File: config.mk
export PLATFORM = sky130hd
export DESIGN_NAME = drbg_key_unpacker
export DESIGN_NICKNAME = d
export VERILOG_FILES = /design/src/rtl/drbg_pkg.sv /design/src/rtl/drbg_word_buffer.sv /design/src/rtl/drbg_key_unpacker.sv
export SDC_FILE = /design/constraint.sdc
export NUM_CORES = 1
export LEC_CHECK = 0
export ABC_CLOCK_PERIOD_IN_PS = 6800
export CORE_AREA = 2 2 244 246
export CTS_BUF_LIST = sky130_fd_sc_hd__clkbuf_4 sky130_fd_sc_hd__clkbuf_8
export DETAILED_ROUTE_END_ITERATION = 10
export DIE_AREA = 0 0 246 248
export GPL_TIMING_DRIVEN = 0
export PLACE_DENSITY = 0.67
export RECOVER_POWER = 50
export SYNTH_ARGS = -nofsm -noshare
export SYNTH_HDL_FRONTEND = slang
export SYNTH_SLANG_ARGS = --single-unit
File: constraint.sdc
create_clock -name clk -period 6.8 [get_ports clk]
set_clock_uncertainty 0.05 [all_clocks]
set_input_delay 1.36 -clock clk [delete_from_list [all_inputs] [get_ports clk]]
set_output_delay 1.36 -clock clk [all_outputs]
set_load 0.05 [all_outputs]
File: src/rtl/drbg_pkg.sv
// drbg_pkg: shared definitions for the double_hash_drbg wrapper and the key
// unpacker that sits behind it.
//   DEF_WORD_WIDTH / DEF_KEY_WIDTH : default random_bits and key widths
//   drbg_state_e                   : request FSM encodings (S_INIT..S_RELEASE)
//   lane_width()                   : lane index width, never narrower than 1
package drbg_pkg;

  localparam int DEF_WORD_WIDTH = 256;
  localparam int DEF_KEY_WIDTH  = 32;

  typedef enum logic [1:0] {
    S_INIT    = 2'd0,
    S_IDLE    = 2'd1,
    S_REQ     = 2'd2,
    S_RELEASE = 2'd3
  } drbg_state_e;

  function automatic int lane_width(input int lanes);
    return (lanes > 1) ? $clog2(lanes) : 1;
  endfunction

endpackage

File: src/rtl/drbg_word_buffer.sv
// drbg_word_buffer: two-slot FIFO of DRBG words, emitted as KEY_WIDTH keys,
// least-significant lane first, over a valid/ready port.
//   clk, rst_n      : clock, asynchronous active-low reset
//   flush           : empties both slots and rewinds pointers / lane
//   wr_en, wr_data  : capture one word into the write slot
//   free            : at least one slot is empty
//   key_ready       : consumer accepts the current key
//   key_valid       : read slot holds a word
//   key_data        : registered key of the current lane
//   key_lane        : lane index of key_data within its word
module drbg_word_buffer
  import drbg_pkg::*;
#(
  parameter int  WORD_WIDTH = DEF_WORD_WIDTH,
  parameter int  KEY_WIDTH  = DEF_KEY_WIDTH,
  localparam int LANES      = WORD_WIDTH / KEY_WIDTH,
  localparam int LANE_W     = lane_width(LANES)
) (
  input  logic                  clk,
  input  logic                  rst_n,
  input  logic                  flush,
  input  logic                  wr_en,
  input  logic [WORD_WIDTH-1:0] wr_data,
  output logic                  free,
  input  logic                  key_ready,
  output logic                  key_valid,
  output logic [KEY_WIDTH-1:0]  key_data,
  output logic [LANE_W-1:0]     key_lane
);

  localparam logic [LANE_W-1:0] LAST_LANE = LANE_W'(LANES - 1);

  logic [WORD_WIDTH-1:0] slot_q [2];
  logic [1:0]            full_q;
  logic                  rd_ptr_q;
  logic                  wr_ptr_q;
  logic [LANE_W-1:0]     lane_q;

  logic [1:0]            full_d;
  logic                  rd_ptr_d;
  logic                  wr_ptr_d;
  logic [LANE_W-1:0]     lane_d;
  logic                  wr_slot;
  logic                  xfer;
  logic [WORD_WIDTH-1:0] out_word;

  assign key_valid = full_q[rd_ptr_q];
  assign key_lane  = lane_q;
  assign free      = ~&full_q;
  assign xfer      = key_valid & key_ready;
  // A word returning in the flush cycle lands in slot 0 of the rewound buffer.
  assign wr_slot   = flush ? 1'b0 : wr_ptr_q;

  always_comb begin
    full_d   = full_q;
    rd_ptr_d = rd_ptr_q;
    wr_ptr_d = wr_ptr_q;
    lane_d   = lane_q;
    if (flush) begin
      full_d   = '0;
      rd_ptr_d = 1'b0;
      wr_ptr_d = 1'b0;
      lane_d   = '0;
    end else if (xfer) begin
      if (lane_q == LAST_LANE) begin
        lane_d           = '0;
        full_d[rd_ptr_q] = 1'b0;
        rd_ptr_d         = ~rd_ptr_q;
      end else begin
        lane_d = lane_q + LANE_W'(1);
      end
    end
    if (wr_en) begin
      full_d[wr_slot] = 1'b1;
      wr_ptr_d        = ~wr_slot;
    end
    // key_data is registered, so it must come from next-cycle state; bypass
    // the word being captured when it lands in the slot about to be read.
    out_word = (wr_en && (wr_slot == rd_ptr_d)) ? wr_data : slot_q[rd_ptr_d];
  end

  // Control state and output key register
  always_ff @(posedge clk or negedge rst_n) begin
    if (!rst_n) begin
      full_q   <= '0;
      rd_ptr_q <= 1'b0;
      wr_ptr_q <= 1'b0;
      lane_q   <= '0;
      key_data <= '0;
    end else begin
      full_q   <= full_d;
      rd_ptr_q <= rd_ptr_d;
      wr_ptr_q <= wr_ptr_d;
      lane_q   <= lane_d;
      key_data <= out_word[lane_d*KEY_WIDTH +: KEY_WIDTH];
    end
  end

  // Word storage
  always_ff @(posedge clk) begin
    if (wr_en) slot_q[wr_slot] <= wr_data;
  end

endmodule

File: src/rtl/drbg_key_unpacker.sv
// drbg_key_unpacker: drives the DRBG init / next_bits request pins, keeps up
// to two random_bits words buffered and hands them out as scramble keys.
//   clk, reset_n            : clock, asynchronous active-low reset
//   init, init_ready        : DRBG instantiation handshake
//   next_bits, next_bits_ready, random_bits : DRBG word request / return
//   flush                   : discard buffered keys (frame resync)
//   key_ready, key_valid, key_data, key_lane : key stream to the scrambler
//   underrun                : sticky; consumer asked while no key was ready
//   drbg_up                 : DRBG instantiated
module drbg_key_unpacker
  import drbg_pkg::*;
#(
  parameter int  WORD_WIDTH = DEF_WORD_WIDTH,
  parameter int  KEY_WIDTH  = DEF_KEY_WIDTH,
  localparam int LANES      = WORD_WIDTH / KEY_WIDTH,
  localparam int LANE_W     = lane_width(LANES)
) (
  input  logic                  clk,
  input  logic                  reset_n,
  output logic                  init,
  input  logic                  init_ready,
  output logic                  next_bits,
  input  logic                  next_bits_ready,
  input  logic [WORD_WIDTH-1:0] random_bits,
  input  logic                  flush,
  input  logic                  key_ready,
  output logic                  key_valid,
  output logic [KEY_WIDTH-1:0]  key_data,
  output logic [LANE_W-1:0]     key_lane,
  output logic                  underrun,
  output logic                  drbg_up
);

  drbg_state_e state_q;
  logic        capture;
  logic        free;

  // One request outstanding at most, so the word returned in S_REQ always
  // has a free slot waiting for it.
  assign capture = (state_q == S_REQ) && next_bits_ready;

  drbg_word_buffer #(
    .WORD_WIDTH(WORD_WIDTH),
    .KEY_WIDTH (KEY_WIDTH)
  ) u_buf (
    .clk      (clk),
    .rst_n    (reset_n),
    .flush    (flush),
    .wr_en    (capture),
    .wr_data  (random_bits),
    .free     (free),
    .key_ready(key_ready),
    .key_valid(key_valid),
    .key_data (key_data),
    .key_lane (key_lane)
  );

  // Request FSM
  always_ff @(posedge clk or negedge reset_n) begin
    if (!reset_n) begin
      state_q   <= S_INIT;
      init      <= 1'b0;
      next_bits <= 1'b0;
      drbg_up   <= 1'b0;
    end else if (drbg_up && !init_ready) begin
      // DRBG reseed: re-instantiate; buffered keys stay deliverable.
      state_q   <= S_INIT;
      init      <= 1'b1;
      next_bits <= 1'b0;
      drbg_up   <= 1'b0;
    end else begin
      case (state_q)
        S_INIT: begin
          if (init_ready) begin
            init    <= 1'b0;
            drbg_up <= 1'b1;
            state_q <= S_IDLE;
          end else begin
            init <= 1'b1;
          end
        end
        S_IDLE: begin
          if (free && !next_bits_ready) begin
            next_bits <= 1'b1;
            state_q   <= S_REQ;
          end
        end
        S_REQ: begin
          if (next_bits_ready) begin
            next_bits <= 1'b0;
            state_q   <= S_RELEASE;
          end
        end
        S_RELEASE: begin
          if (!next_bits_ready) state_q <= S_IDLE;
        end
        default: state_q <= S_INIT;
      endcase
    end
  end

  // Sticky underrun flag
  always_ff @(posedge clk or negedge reset_n) begin
    if (!reset_n) underrun <= 1'b0;
    else if (key_ready && !key_valid && drbg_up) underrun <= 1'b1;
  end

endmodule

==> out/metrics.cfg <==
[pwr]
cellLeakagePower_nw=10.3
switching_share_pct=32.0
irDropWorstVdd_v=0.000168
switchingPower_mw=3.08
seqPwrFrac_pct=45.2
p_int_mw=6.56
combPwrFrac_pct=24.0
fin_total_pwr_mw=9.64
p_per_area_nw_per_um2=323
p_clk_share_pct=30.7

[status]
status=finished with violations
violations=capacitance limit, slew limit

[drt]
wl_um=79000
detail-route-antenna-nets=0
initialDrtViolationCount=1971
vias_per_cell=5.69
drc=0
drt_first_pass_iters=6
wire_per_inst_um=24.9
vias=18058

[clocking]
cts_setup_buffers=0
clkSinkCount=557
cts_tree=yes
cts_resized=0
numCtsBuffers=90
clock_path_buffers=3
root_buffer=clkbuf_8
ctsHoldBuffers=0
worstSkewPairLatency_ps=690
htree_levels=3
path_clk_slew_ps=60

[timing]
rsz0062_at_grt=false
final.period_utilization_pct=68.6
timing.final.hold_violations=0
setup_viol=0
post-route-min-period_ps=4670
fin_hold_ws_ps=438
relSlewSlack_pct=-38.0
drv_slew=69
fmax_mhz=214
tightest_slew_ps=2070

[synthesis]
ys_ff_latch=557
synth_cell_types=42
synthDominantCellAreaShare_pct=64.6
ys_async_sr_fraction_pct=8.08
ys_seq_area_share_pct=69.3
yosys.area.top_type=edfxtp_1
syn-num-nets=2177
yosys_warnings=0
syn_avg_cell_area_um2=12.5
synth_edf_count=512
synthCells=1906
syn-cell-area_um2=23800
synth_top_flop_cell=edfxtp_1
synthTopCellsByArea=edfxtp_1, nand2_1, a211oi_1

[global_route]
grt_overflow_total=0
grt_pass1_wl_um=112000
grt_pass1_vias=18035
grt_max_degree=66
grtUsageTotal_pct=25.2
antenna_found_initial=28

[cells_and_area]
drive_gt1_share_pct=9.58
syn2layout_area_growth_pct=25.4
fin_nets=2577
stdcell_count=3171
n_fill_cell=5102
final_common_cell=edfxtp_1
final_cell_mix=edfxtp_1, nand2_1, a21oi_1, dlygate4sd3_1, a211oi_1

[setup_path]
cpMaxStageDelayCell=ha_1
path_delay_family=buffers and inverters
startpoint_type=input port
crit_top_cell=buf_16
crit_path_cell_trace=dlygate4sd3_1 > nand2_1 > inv_1 > ha_1 > buf_16 > buf_16 > buf_16
criticalPathCategory=in2reg
end_kind=register
cp_num_buf_inv=5
cp_max_fo=55
required_ps=7100
worstPathArrival_ps=4960
max_stage_delay_ps=1570

[floorplanning]
die_w_um=246
num_rows=89
dieArea_um2=61000
die_height_um=248
ios=302
coreArea_um2=58500
start_util_pct=40.7

[min_path]
hp-class=reg2reg

[placement]
dp.cells=2987
dp_hpwl_um=56400
port_buffers=299
gp_congestion=0.878

[flow_run]
max_cap_violations=2

==> stage by stage <==
step	setup slack (ps)	utilization (%)	setup TNS, ps	area (µm²)
6_report	2130	51.1	0	29900
5_1_grt	1950	51.1	0	29900
4_1_cts	2740	51.1	0	29900
3_5_place_dp	2040	48.0	0	28000
3_3_place_gp	-1020	47.5	-500680	27800
2_1_floorplan	1240	-	0	23800
==> power groups by stage <==
stage	registers [mW]	logic, mW	clock network [mW]
6_report	4.36	2.32	2.96
5_1_grt	4.38	2.46	3.13
4_1_cts	4.35	2.35	3.00
3_5_place_dp	4.42	2.34	0
3_3_place_gp	4.49	2.25	0
2_1_floorplan	4.77	1.03	0
==> path summary, 6_finish.rpt <==
kind                                        startpoint  slack, ps  depth (start not counted)                       endpoint
min in group asynchronous                      reset_n        730                          1   u_buf.key_data[30]$_DFF_PN0_
hold reg to reg                   underrun$_DFFE_PN0P_        440                          1           underrun$_DFFE_PN0P_
setup reg to reg           u_buf.key_lane[1]$_DFF_PN0_       2650                         11   u_buf.key_data[19]$_DFF_PN0_
max in group asynchronous                      reset_n       3540                          2   u_buf.key_data[11]$_DFF_PN0_
setup / recovery                       next_bits_ready       2130                          7  u_buf.slot_q[0][72]$_DFFE_PP_
hold / removal                    underrun$_DFFE_PN0P_        440                          1           underrun$_DFFE_PN0P_
==> flip-flops by register name (all words and copies together), names as in the netlist <==
signal	cells
u_buf.key_data	32
u_buf.slot_q	512
underrun	1
u_buf.key_lane	3
next_bits	1
u_buf.rd_ptr_q	1
state_q	2
u_buf.wr_ptr_q	1
u_buf.full_q	2
init	1
drbg_up	1
==> worst register-to-register path, delay by kind of cell, from the launching register on <==
family	cells	cell delay, ps
AO/OA/AOI/OAI	5	1790
adder cells (fa/ha/maj)	2	410
AND/OR/NAND/NOR	1	170
flip-flops	1	450
XOR/XNOR	1	120
buffers and inverters	2	990
==> cells in the mapped netlist, drive strengths merged, types with 2 or more instances <==
| library cell | n |
|---|---|
| inv | 13 |
| buf | 70 |
| a211oi | 188 |
| and2 | 64 |
| edfxtp | 512 |
| a21oi | 264 |
| o22ai | 2 |
| o32ai | 31 |
| clkbuf | 80 |
| mux2i | 35 |
| nand3 | 3 |
| o21ai | 35 |
| a31oi | 2 |
| nand2 | 461 |
| dfrtp | 45 |
| nor2 | 6 |
| nor2b | 3 |
| nor3 | 3 |
| ha | 9 |
| a32oi | 65 |
==> per-layer routing <==
layer	part of all wire, %	GRT usage [%]
met1	38	31.7
met2	48	41.4
met3	11	6.81
met4	3.2	10.5
met5	0.14	0
==> area by class of cell <==
class | instances | area, µm² | share of cell area [%]
tap | 773 | 967 | 3.24
antenna | 17 | 42.5 | 0.142
timing repair buffer | 308 | 3210 | 10.7
buffer | 150 | 672 | 2.25
sequential | 557 | 16500 | 55.2
clock inverter | 39 | 269 | 0.901
inverter | 13 | 48.8 | 0.163
multi-input combinational | 1186 | 6590 | 22.1
clock buffer | 128 | 1570 | 5.25
==> cell families (layout without fill, tap and decap cells) <==
family          after synthesis  after routing  share of synthesized area [%]
buf+inv                     163            638                           3.05
flops                       557            557                           69.3
mux                          36             36                           1.59
other cells                   0             17                              0
fa+ha+maj                     9              9                          0.473
compound gates              593            593                           16.1
simple gates                547            547                           9.49
xor+xnor                      1              1                         0.0368
Power figures use the tool's default switching activity.
